### src/rtl/tx_arbiter.sv
// Two-port round-robin arbiter sharing one s3g_tx transmitter between the
// command executor (port A) and the event reporter (port B).
module tx_arbiter (
  input  logic       clk,
  input  logic       rst,
  input  logic       a_packet_wr,
  input  logic [7:0] a_payload_len,
  input  logic [7:0] a_buf0,
  input  logic [7:0] a_buf1,
  input  logic [7:0] a_buf2,
  input  logic [7:0] a_buf3,
  input  logic [7:0] a_buf4,
  input  logic [7:0] a_buf5,
  input  logic [7:0] a_buf6,
  input  logic [7:0] a_buf7,
  input  logic [7:0] a_buf8,
  input  logic [7:0] a_buf9,
  input  logic [7:0] a_buf10,
  input  logic [7:0] a_buf11,
  input  logic [7:0] a_buf12,
  input  logic [7:0] a_buf13,
  input  logic [7:0] a_buf14,
  input  logic [7:0] a_buf15,
  output logic       a_busy,
  output logic       a_drop,
  input  logic       b_packet_wr,
  input  logic [7:0] b_payload_len,
  input  logic [7:0] b_buf0,
  input  logic [7:0] b_buf1,
  input  logic [7:0] b_buf2,
  input  logic [7:0] b_buf3,
  input  logic [7:0] b_buf4,
  input  logic [7:0] b_buf5,
  input  logic [7:0] b_buf6,
  input  logic [7:0] b_buf7,
  input  logic [7:0] b_buf8,
  input  logic [7:0] b_buf9,
  input  logic [7:0] b_buf10,
  input  logic [7:0] b_buf11,
  input  logic [7:0] b_buf12,
  input  logic [7:0] b_buf13,
  input  logic [7:0] b_buf14,
  input  logic [7:0] b_buf15,
  output logic       b_busy,
  output logic       b_drop,
  input  logic       tx_busy,
  output logic       tx_packet_wr,
  output logic [7:0] tx_payload_len,
  output logic [7:0] tx_buf0,
  output logic [7:0] tx_buf1,
  output logic [7:0] tx_buf2,
  output logic [7:0] tx_buf3,
  output logic [7:0] tx_buf4,
  output logic [7:0] tx_buf5,
  output logic [7:0] tx_buf6,
  output logic [7:0] tx_buf7,
  output logic [7:0] tx_buf8,
  output logic [7:0] tx_buf9,
  output logic [7:0] tx_buf10,
  output logic [7:0] tx_buf11,
  output logic [7:0] tx_buf12,
  output logic [7:0] tx_buf13,
  output logic [7:0] tx_buf14,
  output logic [7:0] tx_buf15
);

  localparam int unsigned BYTE_W    = 8;
  localparam int unsigned NUM_BYTES = 16;

  typedef struct packed {
    logic [BYTE_W-1:0]                len;
    logic [NUM_BYTES-1:0][BYTE_W-1:0] data;
  } pkt_t;

  typedef enum logic [1:0] {
    S_IDLE  = 2'd0,
    S_DELAY = 2'd1,
    S_BUSY  = 2'd2
  } state_t;

  state_t state;
  pkt_t   a_in, b_in;
  pkt_t   a_slot, b_slot;
  pkt_t   tx_pkt;
  logic   last_grant;  // 0: A was granted last, 1: B was granted last
  logic   grant_b_c;

  assign a_in.len  = a_payload_len;
  assign a_in.data = {a_buf15, a_buf14, a_buf13, a_buf12, a_buf11, a_buf10, a_buf9, a_buf8,
                      a_buf7,  a_buf6,  a_buf5,  a_buf4,  a_buf3,  a_buf2,  a_buf1, a_buf0};
  assign b_in.len  = b_payload_len;
  assign b_in.data = {b_buf15, b_buf14, b_buf13, b_buf12, b_buf11, b_buf10, b_buf9, b_buf8,
                      b_buf7,  b_buf6,  b_buf5,  b_buf4,  b_buf3,  b_buf2,  b_buf1, b_buf0};

  // B wins only when A is empty or A had the previous grant
  assign grant_b_c = b_busy && (!a_busy || !last_grant);

  // Slot capture, grant FSM and registered transmitter outputs
  always_ff @(posedge clk or negedge rst) begin
    if (!rst) begin
      state        <= S_IDLE;
      last_grant   <= 1'b1;
      a_busy       <= 1'b0;
      b_busy       <= 1'b0;
      a_drop       <= 1'b0;
      b_drop       <= 1'b0;
      a_slot       <= '0;
      b_slot       <= '0;
      tx_packet_wr <= 1'b0;
      tx_pkt       <= '0;
    end else begin
      a_drop       <= a_packet_wr && a_busy;
      b_drop       <= b_packet_wr && b_busy;
      tx_packet_wr <= 1'b0;
      tx_pkt       <= '0;

      if (a_packet_wr && !a_busy) begin
        a_busy <= 1'b1;
        a_slot <= a_in;
      end
      if (b_packet_wr && !b_busy) begin
        b_busy <= 1'b1;
        b_slot <= b_in;
      end

      case (state)
        S_IDLE: begin
          if (!tx_busy && (a_busy || b_busy)) begin
            if (grant_b_c) begin
              tx_pkt     <= b_slot;
              b_busy     <= 1'b0;
              last_grant <= 1'b1;
            end else begin
              tx_pkt     <= a_slot;
              a_busy     <= 1'b0;
              last_grant <= 1'b0;
            end
            tx_packet_wr <= 1'b1;
            state        <= S_DELAY;
          end
        end
        // One cycle for s3g_tx to raise tx_busy after the strobe
        S_DELAY: state <= S_BUSY;
        S_BUSY: begin
          if (!tx_busy) state <= S_IDLE;
        end
        default: state <= S_IDLE;
      endcase
    end
  end

  assign tx_payload_len = tx_pkt.len;
  assign tx_buf0  = tx_pkt.data[0];
  assign tx_buf1  = tx_pkt.data[1];
  assign tx_buf2  = tx_pkt.data[2];
  assign tx_buf3  = tx_pkt.data[3];
  assign tx_buf4  = tx_pkt.data[4];
  assign tx_buf5  = tx_pkt.data[5];
  assign tx_buf6  = tx_pkt.data[6];
  assign tx_buf7  = tx_pkt.data[7];
  assign tx_buf8  = tx_pkt.data[8];
  assign tx_buf9  = tx_pkt.data[9];
  assign tx_buf10 = tx_pkt.data[10];
  assign tx_buf11 = tx_pkt.data[11];
  assign tx_buf12 = tx_pkt.data[12];
  assign tx_buf13 = tx_pkt.data[13];
  assign tx_buf14 = tx_pkt.data[14];
  assign tx_buf15 = tx_pkt.data[15];

endmodule

### config.mk
export PLATFORM = sky130hd
export DESIGN_NAME = tx_arbiter
export DESIGN_NICKNAME = d
export VERILOG_FILES = /design/src/rtl/tx_arbiter.sv
export SDC_FILE = /design/constraint.sdc
export NUM_CORES = 1
export LEC_CHECK = 0
export ABC_AREA = 1
export CAP_MARGIN = 20
export CORE_MARGIN = 2
export CORE_UTILIZATION = 40
export CTS_BUF_LIST = sky130_fd_sc_hd__clkbuf_8
export DETAILED_ROUTE_END_ITERATION = 8
export DONT_BUFFER_PORTS = 1
export PLACE_DENSITY = 0.63
export SLEW_MARGIN = 20
export SYNTH_ARGS = -nofsm -noshare
export SYNTH_HDL_FRONTEND = slang
export SYNTH_SLANG_ARGS = --single-unit
### constraint.sdc
create_clock -name clk -period 4.7 [get_ports clk]
set_clock_uncertainty 0.2 [all_clocks]
set_input_delay 0.235 -clock clk [delete_from_list [all_inputs] [get_ports clk]]
set_output_delay 0.235 -clock clk [all_outputs]
set_load 0.02 [all_outputs]
== After elaboration in Yosys (flattened, before gate mapping) ==
Index checks and enable logic that the tools add are counted.
Word-level totals
  register bits after elaboration: 416
  output and inout bits: 141
  word-level logic and storage cells: 94
Operators by class
  eq/ne operators: 4
  muxes and demuxes: 17
  reduce and logical (&&, ||, !) cells: 15
Operators by type and width (number)
  136-bit two-way mux: 3
  1-bit two-way mux: 11
  1-bit logical AND: 6
  2-bit case mux with 3 select lines: 1
  1-bit zero test: 4
  2-bit two-way mux: 2
  2-bit != test, second input constant: 2
  2-bit AND reduction: 2
  2-bit by 1-bit equality test with 1-bit output, second input constant: 1
  2-bit equality test, second input constant: 1
  2-bit zero test: 1
  1-bit logical OR: 2

== Longest topological paths before layout ==
Gate-level depths: netlist of the first run.
  word-level depth: 6
  mapped depth: 7
  gate-level depth less buffers: 5

== Least setup slack after synthesis of the first run ==
No wires, ideal clock.
  path kind: flip-flop to flip-flop
  start: reg b_busy
  end: reg tx_pkt (netlist bit tx_buf10[6])
  library setup time: 117 ps
  arrival: 1255 ps
  data required time: 4383 ps
  slack: 3128 ps
  cell stages (with the launch flop): 8
  path buffers: 3
  period minus slack after synthesis: 1572 ps
  cell sequence: dfrtp_1 > buf_4 > nor2_1 > nor2_4 > buf_6 > buf_2 > nand3_1 > nor2_1
Between the ends
  word-level cells in the longest chain between the ends: 4
  elaborated cells between the ends (all ways): 6
  those cells by class: mux: 3; reduce/logical: 3
Ends and longest elaborated chain
  start: declaration: RTL line 44  | output logic b_busy,
  start signal: assignment: RTL line 104  | b_busy <= 1'b0;
  start signal: assignment: RTL line 122  | b_busy <= 1'b1;
  start signal: assignment: RTL line 131  | b_busy <= 1'b0;
  1-bit logical AND or 1-bit logical OR (tied branches): RTL line 96, 128
  136-bit two-way mux or 1-bit logical AND (tied branches): RTL line 129, 128
  136-bit two-way mux *: RTL line 128  | if (!tx_busy && (a_busy || b_busy)) begin
  136-bit two-way mux *: RTL line 126  | case (state)
  end signal: assignment: RTL line 130  | tx_pkt <= b_slot;
  end signal: assignment: RTL line 134  | tx_pkt <= a_slot;
  end: declaration: RTL line 84  | pkt_t tx_pkt;
Mark *: on every way between the ends. The rest lies on a longest branch, timed or not.
A chain may end at the register's enable or synchronous reset.

== Final worst setup path of the first run ==
  start: reg a_busy
  end: reg a_slot[1] (netlist bit)
Between the ends
  word-level cells in the longest chain between the ends: 2
Ends and longest elaborated chain
  start: declaration: RTL line 24  | output logic a_busy,
  start signal: assignment: RTL line 103  | a_busy <= 1'b0;
  start signal: assignment: RTL line 118  | a_busy <= 1'b1;
  start signal: assignment: RTL line 135  | a_busy <= 1'b0;
  1-bit zero test: RTL line 117  | if (a_packet_wr && !a_busy) begin
  1-bit logical AND: RTL line 117
  end signal: assignment: RTL line 119  | a_slot <= a_in;
  end: declaration: RTL line 83  | pkt_t a_slot, b_slot;
No other way between the ends.

==> impl_metrics.json, run 1 <==
{
  "final.period_utilization": 0.6705,
  "design.core.area_um2": 41950,
  "hold_ws_ns": -0.8948,
  "clock_latency_ns": 0.65,
  "synth_cell_types": 16,
  "initial_utilization": 0.4054,
  "syn_to_final_growth_pct": 30.84,
  "wire_per_inst_um": 18.78,
  "post_cts_resize_count": 0,
  "layout_common_cells": "415 x nor2_1, 414 x dfrtp_1, 408 x nand3_1, 342 x dlygate4sd3_1, 280 x nand2_1",
  "status": "finished with violations",
  "cts_setup_buffers": 0,
  "drc": 0,
  "cts_sinks": 416,
  "grt_pass1_wl_mm": 85.20,
  "period_needed_ns": 3.151,
  "ys_warn_count": 0,
  "vias_per_cell": 5.292,
  "grt_antenna_before_repair": 4,
  "clk_root_buffer_cell": "clkbuf_8",
  "cts.reportedPaths.clkPinSlew_ns": 0.06,
  "max_slew_margin": -0.03683,
  "critPathLaunchType": "flop",
  "place_congestion": 0.8196,
  "htreeDepth": 3,
  "cts_tree": "yes",
  "cts_buffer_depth": 3,
  "syn_area_um2": 17010,
  "violations": "hold timing, slew limit",
  "track_usage": 0.2444,
  "hold_buffers": 343,
  "syn_inst": 1955,
  "grt_pass1_vias": 15578,
  "hpwl_mm": 29.00,
  "die_y_um": 210.2,
  "die_width_um": 210.2,
  "io_buffers": 0,
  "path_buf_inv": 3,
  "ys_ff_latch": 416,
  "finalSetupViolations": 0,
  "vias": 15034,
  "path_max_fanout": 71,
  "drive_above_1_share": 0.06092,
  "end_kind": "flop",
  "path_class": "reg -> reg",
  "cp_top_family": "buffers and inverters",
  "grt.overflow.total": 0,
  "routed_wl_mm": 53.35,
  "dpl_worst_slack_ns": 1.627,
  "crit_chain": "inv_4 > buf_4 > nand3_1 > dlygate4sd3_1 > nand2_1",
  "layout_commonest_cell": "nor2_1",
  "hold_viol": 416,
  "rows": 75,
  "nFillCells": 3593,
  "hp-class": "in -> async",
  "power.leakage_uw": 0.01108,
  "postPlaceCellArea_um2": 17200,
  "required_ns": 5.08,
  "crit_arrival_ns": 3.54,
  "num-nets-final": 2518,
  "p_per_area_nw_per_um2": 661.3,
  "power_uw": 14710,
  "grt_max_degree": 417,
  "cp_slowest_stage_delay_ns": 0.78,
  "fin_tns_setup_ns": 0,
  "worstMarginPinSlew_ns": 1.555,
  "fin_ws_ns": 1.549,
  "slew_viol_final": 68,
  "final_area_um2": 22250,
  "cap_violations": 0,
  "drtIter0Drc": 1435,
  "grt_setup_unrepaired": "no",
  "critical-path-slowest-cell": "buf_4",
  "avgSynthCellArea_um2": 8.698,
  "fmax_ghz": 0.3173,
  "cts_buffers": 74,
  "max-vdd-ir-drop_uv": 332.8,
  "postRouteAntennaNets": 0,
  "ys_seq_area_frac": 0.6122,
  "pin_count": 418,
  "syn_nets": 2232,
  "die_area_um2": 44180,
  "first_pass_iters": 6
}
cells by family after synthesis:
logic type | after synthesis | synth area share
simple gates | 1109 | 0.2756
flops | 416 | 0.6122
buf+inv | 293 | 0.07166
compound gates | 137 | 0.04047
layer usage:
layer	wire, um	up-vias	track usage
li1	-	6775	-
met1	20710	7309	0.3004
met2	25610	763	0.3945
met3	4454	187	0.06883
met4	2571	0	0.1252
met5	0	-	0
registers in the layout, summed over array words and instances, names as in the netlist, 2 cells and up:
| name | cells |
|---|---|
| a_slot | 136 |
| b_slot | 136 |
| state | 2 |
| tx_buf0 | 8 |
| tx_buf1 | 8 |
| tx_buf10 | 8 |
| tx_buf11 | 8 |
| tx_buf12 | 8 |
| tx_buf13 | 8 |
| tx_buf14 | 8 |
| tx_buf15 | 8 |
| tx_buf2 | 8 |
| tx_buf3 | 8 |
| tx_buf4 | 8 |
| tx_buf5 | 8 |
| tx_buf6 | 8 |
| tx_buf7 | 8 |
| tx_buf8 | 8 |
| tx_buf9 | 8 |
| tx_payload_len | 8 |
power breakdown:
part | switching [uW] | internal [uW]
Combinational | 3010 | 1510
Clock | 1540 | 2020
Sequential | 1460 | 5170
per-stage QoR:
stage                       util  std cells
after detailed placement  0.4101       2361
after CTS                 0.5302       2837
final                     0.5304       2841
after global routing      0.5304       2840
after floorplan                -       1955
after global placement    0.4101       2361
cell type report:
cell class | instances | area [um^2] | share of cell area
antenna | 4 | 10.01 | 0.0004499
clock buffer | 101 | 1390 | 0.06248
clock inverter | 32 | 193.9 | 0.008717
inverter | 144 | 545.5 | 0.02452
multi-input combinational | 1246 | 5411 | 0.2432
sequential | 416 | 10420 | 0.4681
tap | 539 | 674.4 | 0.03031
timing repair buffer | 359 | 3608 | 0.1622
Yosys cell counts:
library cell	count	area share
nand2_1	282	0.062
nand3_1	408	0.12
dfstp_2	1	0.0015
buf_4	1	0.00044
nor2_4	1	0.00066
nand2_2	1	0.00037
buf_1	18	0.0040
clkbuf_1	48	0.011
nor2_1	416	0.092
a21oi_1	136	0.040
buf_2	80	0.024
inv_1	144	0.032
o21a_1	1	0.00044
nand3b_1	1	0.00044
buf_6	2	0.0013
dfrtp_1	415	0.61
path summary, 6_finish.rpt:
path	slack, ns	endpoint	startpoint	cells past startpoint
setup / recovery	1.55	a_slot[1]	a_busy	5
hold / removal	-0.89	a_slot[115]	rst	0
setup reg to reg	1.55	a_slot[1]	a_busy	5
hold reg to reg	0.27	b_slot[124]	b_slot[124]	2
max in group asynchronous	3.94	tx_buf9[0]	rst	0
min in group clk	0.09	a_slot[110]	a_buf13[6]	3
Note: power is estimated with default switching activity, not from simulation.
==> run 2, diff against run 1 <==
--- a/config.mk
+++ b/config.mk
@@ -5,7 +5,7 @@
 export SDC_FILE = /design/constraint.sdc
 export NUM_CORES = 1
 export LEC_CHECK = 0
-export ABC_AREA = 1
+export ABC_AREA = 0
 export CAP_MARGIN = 20
 export CORE_MARGIN = 2
 export CORE_UTILIZATION = 40
==> constraint.sdc (replaced) <==
create_clock -name clk -period 3 [get_ports clk]
set_clock_uncertainty 0.2 [all_clocks]
set_input_delay 0.15 -clock clk [delete_from_list [all_inputs] [get_ports clk]]
set_output_delay 0.15 -clock clk [all_outputs]
set_load 0.02 [all_outputs]
==> run 2 against run 1 <==
  * The run now fails in 4_1_cts
  * Area after synthesis decreased by 5.8%
  * Synthesized cell count decreased by 39%
==> impl_metrics.json, run 2 <==
{
  "hold_buffers": 356,
  "ys_seq_area_frac": 0.6498,
  "synth_cell_types": 19,
  "synth_top_cell_by_area": "dfrtp_1",
  "pin_count": 418,
  "rows": 73,
  "lastStage": "4_1_cts",
  "hpwl_mm": 23.11,
  "dpl.cell_count": 1650,
  "io_buffers": 0,
  "syn_inst": 1189,
  "syn_nets": 1466,
  "cts_buffer_depth": 3,
  "yosysTopAreaCellShare": 0.6482,
  "post_cts_resize_count": 0,
  "syn_area_um2": 16020,
  "synth_most_common_cell": "dfrtp_1",
  "clk_root_buffer_cell": "clkbuf_8",
  "die_width_um": 204.1,
  "avgSynthCellArea_um2": 13.47,
  "ys_top_cells_by_area": "dfrtp_1 65%, mux2_2 19%, nand2_1 6.4%",
  "ys.flop_type": "dfrtp_1",
  "synth-async-reset-ratio": 1.000,
  "place_congestion": 0.7763,
  "cts_buffers": 73,
  "tool.error": "[ERROR RSZ-0060] Max buffer count reached.",
  "die_y_um": 204.1,
  "ys_warn_count": 0,
  "ys_ff_latch": 416,
  "cts_setup_buffers": 0,
  "cts_sinks": 416,
  "initial_utilization": 0.4042,
  "htreeDepth": 3,
  "synth-edff-count": 0,
  "status": "stopped before the end",
  "synthTopCellsByCount": "415 x dfrtp_1, 273 x mux2_2, 272 x nand2_1",
  "dpl_worst_slack_ns": 0.7250
}
-- run 2: metrics by stage --
step	hold slack (ns)	cell area (um^2)
after floorplan	-0.3456	16020
after global placement	-0.3378	16430
after detailed placement	-0.3375	16430
-- run 2: cell families after synthesis --
family / after synthesis / share of synthesized area
AOI/OAI and AO/OA: 141 / 0.06091
buffers and inverters: 78 / 0.03038
DFF: 416 / 0.6498
muxes: 273 / 0.1919
and+or+nand+nor: 281 / 0.06700
==> run 3, diff against run 2 <==
--- a/config.mk
+++ b/config.mk
@@ -8,11 +8,10 @@
 export ABC_AREA = 0
 export CAP_MARGIN = 20
 export CORE_MARGIN = 2
-export CORE_UTILIZATION = 40
-export CTS_BUF_LIST = sky130_fd_sc_hd__clkbuf_8
+export CORE_UTILIZATION = 25
 export DETAILED_ROUTE_END_ITERATION = 8
 export DONT_BUFFER_PORTS = 1
-export PLACE_DENSITY = 0.63
+export PLACE_DENSITY_LB_ADDON = 0.15
 export SLEW_MARGIN = 20
 export SYNTH_ARGS = -nofsm -noshare
 export SYNTH_HDL_FRONTEND = slang
==> run 3 against run 2 <==
  * The flow now finishes, with violations (hold timing)
  * Synthesized cell count unchanged
  * Area after synthesis unchanged
==> impl_metrics.json, run 3 <==
{
  "power.leakage_uw": 0.009223,
  "io_buffers": 0,
  "violations": "hold timing",
  "grt.overflow.total": 0,
  "hold_buffers": 330,
  "grt_antenna_before_repair": 7,
  "p_switching_uw": 8362,
  "p_int_uw": 15430,
  "period_needed_ns": 2.472,
  "track_usage": 0.1365,
  "synth_cell_types": 19,
  "hold_viol": 416,
  "ys_ff_latch": 416,
  "rows": 92,
  "drtIter0Drc": 428,
  "r2r_slack_ns": 0.53,
  "avgSynthCellArea_um2": 13.47,
  "ys_top_cells_by_area": "dfrtp_1 65%, mux2_2 19%, nand2_1 6.4%",
  "hp-class": "in -> async",
  "cts_buffers": 50,
  "layout_common_cells": "415 x dfrtp_1, 330 x dlygate4sd3_1, 273 x mux2_2, 272 x nand2_1, 70 x a21oi_2",
  "wire_per_inst_um": 18.89,
  "status": "finished with violations",
  "ys.flop_type": "dfrtp_1",
  "post-route-util": 0.3440,
  "cts_setup_buffers": 0,
  "final.period_utilization": 0.8239,
  "finalSetupViolations": 0,
  "first_pass_iters": 4,
  "ys_warn_count": 0,
  "synth-async-reset-ratio": 1.000,
  "crit_arrival_ns": 2.73,
  "grt_max_degree": 417,
  "hold_ws_ns": -0.9128,
  "netSwitchingFraction": 0.3515,
  "yosysTopAreaCellShare": 0.6482,
  "routed_wl_mm": 45.20,
  "syn_nets": 1466,
  "postRouteAntennaNets": 0,
  "vias": 10142,
  "slew_viol_final": 0,
  "path_class": "reg -> reg",
  "synthTopCellsByCount": "415 x dfrtp_1, 273 x mux2_2, 272 x nand2_1",
  "fmax_ghz": 0.4046,
  "clk_root_buffer_cell": "clkbuf_16",
  "pin_count": 418,
  "cp_slowest_stage_delay_ns": 0.57,
  "vias_per_cell": 4.238,
  "top_regs": "a_slot (136), b_slot (136)",
  "critical-path-slowest-cell": "dfrtp_1",
  "cts.reportedPaths.clkPinSlew_ns": 0.05,
  "comb_power_share": 0.307,
  "cap_violations": 0,
  "die_width_um": 257.2,
  "initial_utilization": 0.2535,
  "die_y_um": 257.2,
  "path_max_fanout": 62,
  "crit_chain": "nor2b_4 > buf_12 > mux2_2 > dlygate4sd3_1",
  "layout_commonest_cell": "dfrtp_1",
  "clock_latency_ns": 0.57,
  "p_seq_frac": 0.447,
  "synth_top_cell_by_area": "dfrtp_1",
  "critPathLaunchType": "flop",
  "syn_area_um2": 16020,
  "syn_to_final_growth_pct": 35.69,
  "place_congestion": 0.7435,
  "cts_tree": "yes",
  "synth_most_common_cell": "dfrtp_1",
  "post_cts_resize_count": 0,
  "required_ns": 3.26,
  "drc": 0,
  "design.core.area_um2": 63200,
  "max_slew_margin": 0.04966,
  "cts_sinks": 416,
  "grt_setup_unrepaired": "no",
  "cts_buffer_depth": 3,
  "fin_tns_setup_ns": 0,
  "nFillCells": 6264,
  "end_kind": "flop",
  "htreeDepth": 2,
  "ys_seq_area_frac": 0.6498,
  "num-nets-final": 1785,
  "worstMarginPinSlew_ns": 1.426,
  "synth-edff-count": 0,
  "max-vdd-ir-drop_uv": 958.6,
  "pwr-share-clk": 0.246,
  "grt_pass1_vias": 11264,
  "hpwl_mm": 27.18,
  "die_area_um2": 66130,
  "syn_inst": 1189,
  "p_per_area_nw_per_um2": 1094,
  "drive_above_1_share": 0.2780,
  "grt_pass1_wl_mm": 70.21
}
## run 3: cell counts after synthesis
Identical to the previous run, type by type.
## run 3: kinds of logic after synthesis
group	count (synthesis)	share of synthesized area
AO/OA/AOI/OAI	141	0.06091
buffers and inverters	78	0.03038
flip-flops	416	0.6498
multiplexers	273	0.1919
AND/OR/NAND/NOR	281	0.06700
## run 3: worst paths after layout
| check | start | end | depth (start not counted) |
|---|---|---|---|
| max reg2reg | a_busy | a_slot[111] | 4 |
| min reg2reg | b_slot[69] | b_slot[69] | 1 |
| max in group asynchronous | rst | a_slot[135] | 0 |
| min | rst | tx_buf8[3] | 0 |
| min in group clk | b_packet_wr | b_slot[129] | 3 |
| max | a_busy | a_slot[111] | 4 |
## run 3: layer usage
metal  part of all wire  global-route usage  vias up
li1                   -                   -     4646
met1               0.42              0.1732     5138
met2               0.48              0.2216      288
met3              0.078             0.04620       64
met4              0.019             0.03714        6
met5             0.0010                   0        -
## run 3: power by group through the flow
stage,clock [uW],combinational [uW],sequential (uW)
2_1_floorplan,0,5190,10100
3_3_place_gp,0,6400,10700
3_5_place_dp,0,6530,10800
4_1_cts,6080,7460,10700
5_1_grt,6320,8110,11000
6_report,5860,7300,10600
## run 3: through the flow
step	total power, uW	std cells	worst slack [ns]	cell area, um^2	hold slack [ns]
after floorplan	15310	1189	1.196	16020	-0.3456
final	23790	2393	0.5282	21740	-0.9128
after global routing	25410	2392	0.4034	21740	-0.9560
after detailed placement	17290	1972	0.7893	16850	-0.3356
after global placement	17150	1972	0.8243	16850	-0.3340
after CTS	24220	2389	0.5119	21730	-0.9725
## run 3: final cells by class
| type | instances | area [um^2] | share of cell area |
|---|---|---|---|
| Antenna cell | 4 | 10.01 | 0.0004604 |
| Inverter | 3 | 11.26 | 0.0005180 |
| Multi-Input combinational cell | 695 | 5156 | 0.2372 |
| Tap cell | 846 | 1059 | 0.04869 |
| Timing Repair Buffer | 342 | 3518 | 0.1618 |
| Sequential cell | 416 | 10410 | 0.4789 |
| Clock buffer | 79 | 1471 | 0.06768 |
| Clock inverter | 8 | 102.6 | 0.004719 |
## run 3: critical path: cells and delay by family, from the launching register on
| family | cells | cell delay [ns] |
|---|---|---|
| muxes | 1 | 0.38 |
| and+or+nand+nor | 1 | 0.26 |
| DFF | 1 | 0.57 |
| buffers and inverters | 2 | 0.86 |
==> run 4, diff against run 3 <==
--- a/config.mk
+++ b/config.mk
@@ -5,7 +5,7 @@
 export SDC_FILE = /design/constraint.sdc
 export NUM_CORES = 1
 export LEC_CHECK = 0
-export ABC_AREA = 0
+export ABC_AREA = 1
 export CAP_MARGIN = 20
 export CORE_MARGIN = 2
 export CORE_UTILIZATION = 25
==> constraint.sdc (replaced) <==
create_clock -name clk -period 2.4 [get_ports clk]
set_clock_uncertainty 0.2 [all_clocks]
set_input_delay 0.12 -clock clk [delete_from_list [all_inputs] [get_ports clk]]
set_output_delay 0.12 -clock clk [all_outputs]
set_load 0.02 [all_outputs]
==> run 4 against run 3 <==
  * The run ends with hold timing, slew limit left
  * Worst hold slack got worse by 0.050 ns
  * Final area rose by 6.7%
  * Clock-buffer cell count fell by 7
  * Sequential share of layout area fell by 3.0 points
  * Flip-flop and latch count did not move
  * Highest routed layer unchanged
  * Critical endpoint is now a_slot[118]
  * Power rose by 26%
  * First-iteration DRC count rose by 110%
  * Sequential power rose by 22%
  * Register-to-register slack got worse by 0.30 ns
==> impl_metrics.json, run 4 (synthesis results as in run 1) <==
{
  "hold_ws_ns": -0.9625,
  "crit_arrival_ns": 2.49,
  "first_pass_iters": 5,
  "postRouteAntennaNets": 0,
  "wire_per_inst_um": 19.06,
  "critPathLaunchType": "primary input",
  "grt_antenna_before_repair": 6,
  "drc": 0,
  "vias": 14527,
  "pin_count": 418,
  "comb_power_share": 0.315,
  "power.leakage_uw": 0.01116,
  "cap_violations": 0,
  "pwr-share-clk": 0.255,
  "hp-class": "in -> async",
  "path_buf_inv": 4,
  "hold_buffers": 375,
  "layout_common_cells": "415 x nor2_1, 413 x dfrtp_1, 408 x nand3_1, 374 x dlygate4sd3_1, 280 x nand2_1",
  "violations": "hold timing, slew limit",
  "htreeDepth": 2,
  "end_kind": "flop",
  "clock_latency_ns": 0.58,
  "place_congestion": 0.7799,
  "cts_tree": "yes",
  "slew_viol_final": 161,
  "cts.reportedPaths.clkPinSlew_ns": 0.06,
  "path_class": "in -> reg",
  "hold_viol": 416,
  "drive_above_1_share": 0.04508,
  "syn_to_final_growth_pct": 36.47,
  "path_max_fanout": 76,
  "cts_buffer_depth": 3,
  "final_area_um2": 23210,
  "period_needed_ns": 2.231,
  "drtIter0Drc": 910,
  "p_switching_uw": 11940,
  "hpwl_mm": 33.07,
  "required_ns": 2.66,
  "initial_utilization": 0.2528,
  "p_int_uw": 18120,
  "grt_setup_unrepaired": "no",
  "track_usage": 0.1705,
  "design.core.area_um2": 67280,
  "fmax_ghz": 0.4481,
  "grt_pass1_wl_mm": 93.16,
  "worstMarginPinSlew_ns": 1.848,
  "cts_sinks": 416,
  "io_buffers": 0,
  "max-vdd-ir-drop_uv": 822.1,
  "max_slew_margin": -0.2319,
  "power_uw": 30050,
  "netSwitchingFraction": 0.3972,
  "grt_max_degree": 417,
  "vias_per_cell": 4.596,
  "layout_commonest_cell": "nor2_1",
  "nFillCells": 7005,
  "status": "finished with violations",
  "grt_pass1_vias": 15467,
  "grt.overflow.total": 0,
  "die_width_um": 264.8,
  "rows": 95,
  "fin_tns_setup_ns": 0,
  "postPlaceCellArea_um2": 17790,
  "p_per_area_nw_per_um2": 1295,
  "die_area_um2": 70120,
  "cts_buffers": 50,
  "num-nets-final": 2530,
  "critical-path-slowest-cell": "dlygate4sd3_1",
  "die_y_um": 264.8,
  "clk_root_buffer_cell": "clkbuf_16",
  "top_regs": "a_slot (136), b_slot (136)",
  "crit_chain": "dlygate4sd3_1 > buf_16 > nand2_4 > buf_12 > nand2_1 > nand2_1 > dlygate4sd3_1",
  "cts_setup_buffers": 0,
  "finalSetupViolations": 0,
  "cp_top_family": "buffers and inverters",
  "p_seq_frac": 0.430,
  "cp_slowest_stage_delay_ns": 0.81,
  "routed_wl_mm": 60.25,
  "final.period_utilization": 0.9298
}
## run 4: changes by cell type in the layout (fill, tap and decap cells not counted), sizes merged, moves of 4 or more
| cell | previous run | this run |
|---|---|---|
| nand2 | 272 | 283 |
| clkinv | 3 | 7 |
| nor2 | 3 | 417 |
| nand3 | 1 | 408 |
| inv | 4 | 144 |
| mux2 | 273 | 0 |
| clkbuf | 79 | 72 |
| buf | 12 | 21 |
| dlygate4sd3 | 330 | 374 |
## run 4: cell type report
class / count / area, um^2 / area share
Multi-Input combinational cell: 1246 / 5411 / 0.2332
Tap cell: 873 / 1092 / 0.04707
Sequential cell: 416 / 10420 / 0.4489
Inverter: 144 / 548.0 / 0.02362
Clock inverter: 12 / 162.7 / 0.007009
Timing Repair Buffer: 395 / 4100 / 0.1767
Clock buffer: 72 / 1468 / 0.06324
Antenna cell: 3 / 7.507 / 0.0003235
## run 4: power by group through the flow
stage / Sequential (uW) / Clock (uW) / Combinational, uW
final: 12900 / 7660 / 9450
after global routing: 13200 / 8210 / 10800
after CTS: 12900 / 7910 / 9640
after detailed placement: 13000 / 0 / 8770
after global placement: 13000 / 0 / 8610
after floorplan: 12400 / 0 / 6380
## run 4: through the flow
step             util  hold WS (ns)  worst slack, ns  instances
5_1_grt        0.3449        -1.008          0.07019       3161
6_report       0.3449       -0.9625           0.1686       3161
3_3_place_gp   0.2645       -0.3522           0.3050       2699
2_1_floorplan       -       -0.3756           0.8279       1955
3_5_place_dp   0.2645       -0.3538           0.2998       2699
4_1_cts        0.3447        -1.002          0.01939       3158
## run 4: worst paths after layout
path | start | end | slack, ns | cells after the start
worst max-delay path | a_packet_wr | a_slot[118] | 0.17 | 7
worst min-delay path | rst | a_slot[9] | -0.96 | 0
worst max register to register | a_busy | a_slot[118] | 0.23 | 6
worst min register to register | b_slot[124] | b_slot[124] | 0.27 | 2
max in group asynchronous | rst | b_slot[79] | 1.49 | 0
min in group clk | a_buf12[1] | a_slot[97] | 0.03 | 3
## run 4: repair_timing
action | 4_1_cts | 5_1_grt
setup endpoints to repair | 0 | 20
gates resized for setup | 0 | 2
hold endpoints to repair | 832 | 416
## run 4: layer usage
layer  vias up  global-route usage  share of wire
met5         -                   0        0.00063
met4         6             0.05024          0.025
met3        97             0.04180          0.062
met2       387              0.2848           0.48
met1      7243              0.2183           0.43
li1       6794                   -              -
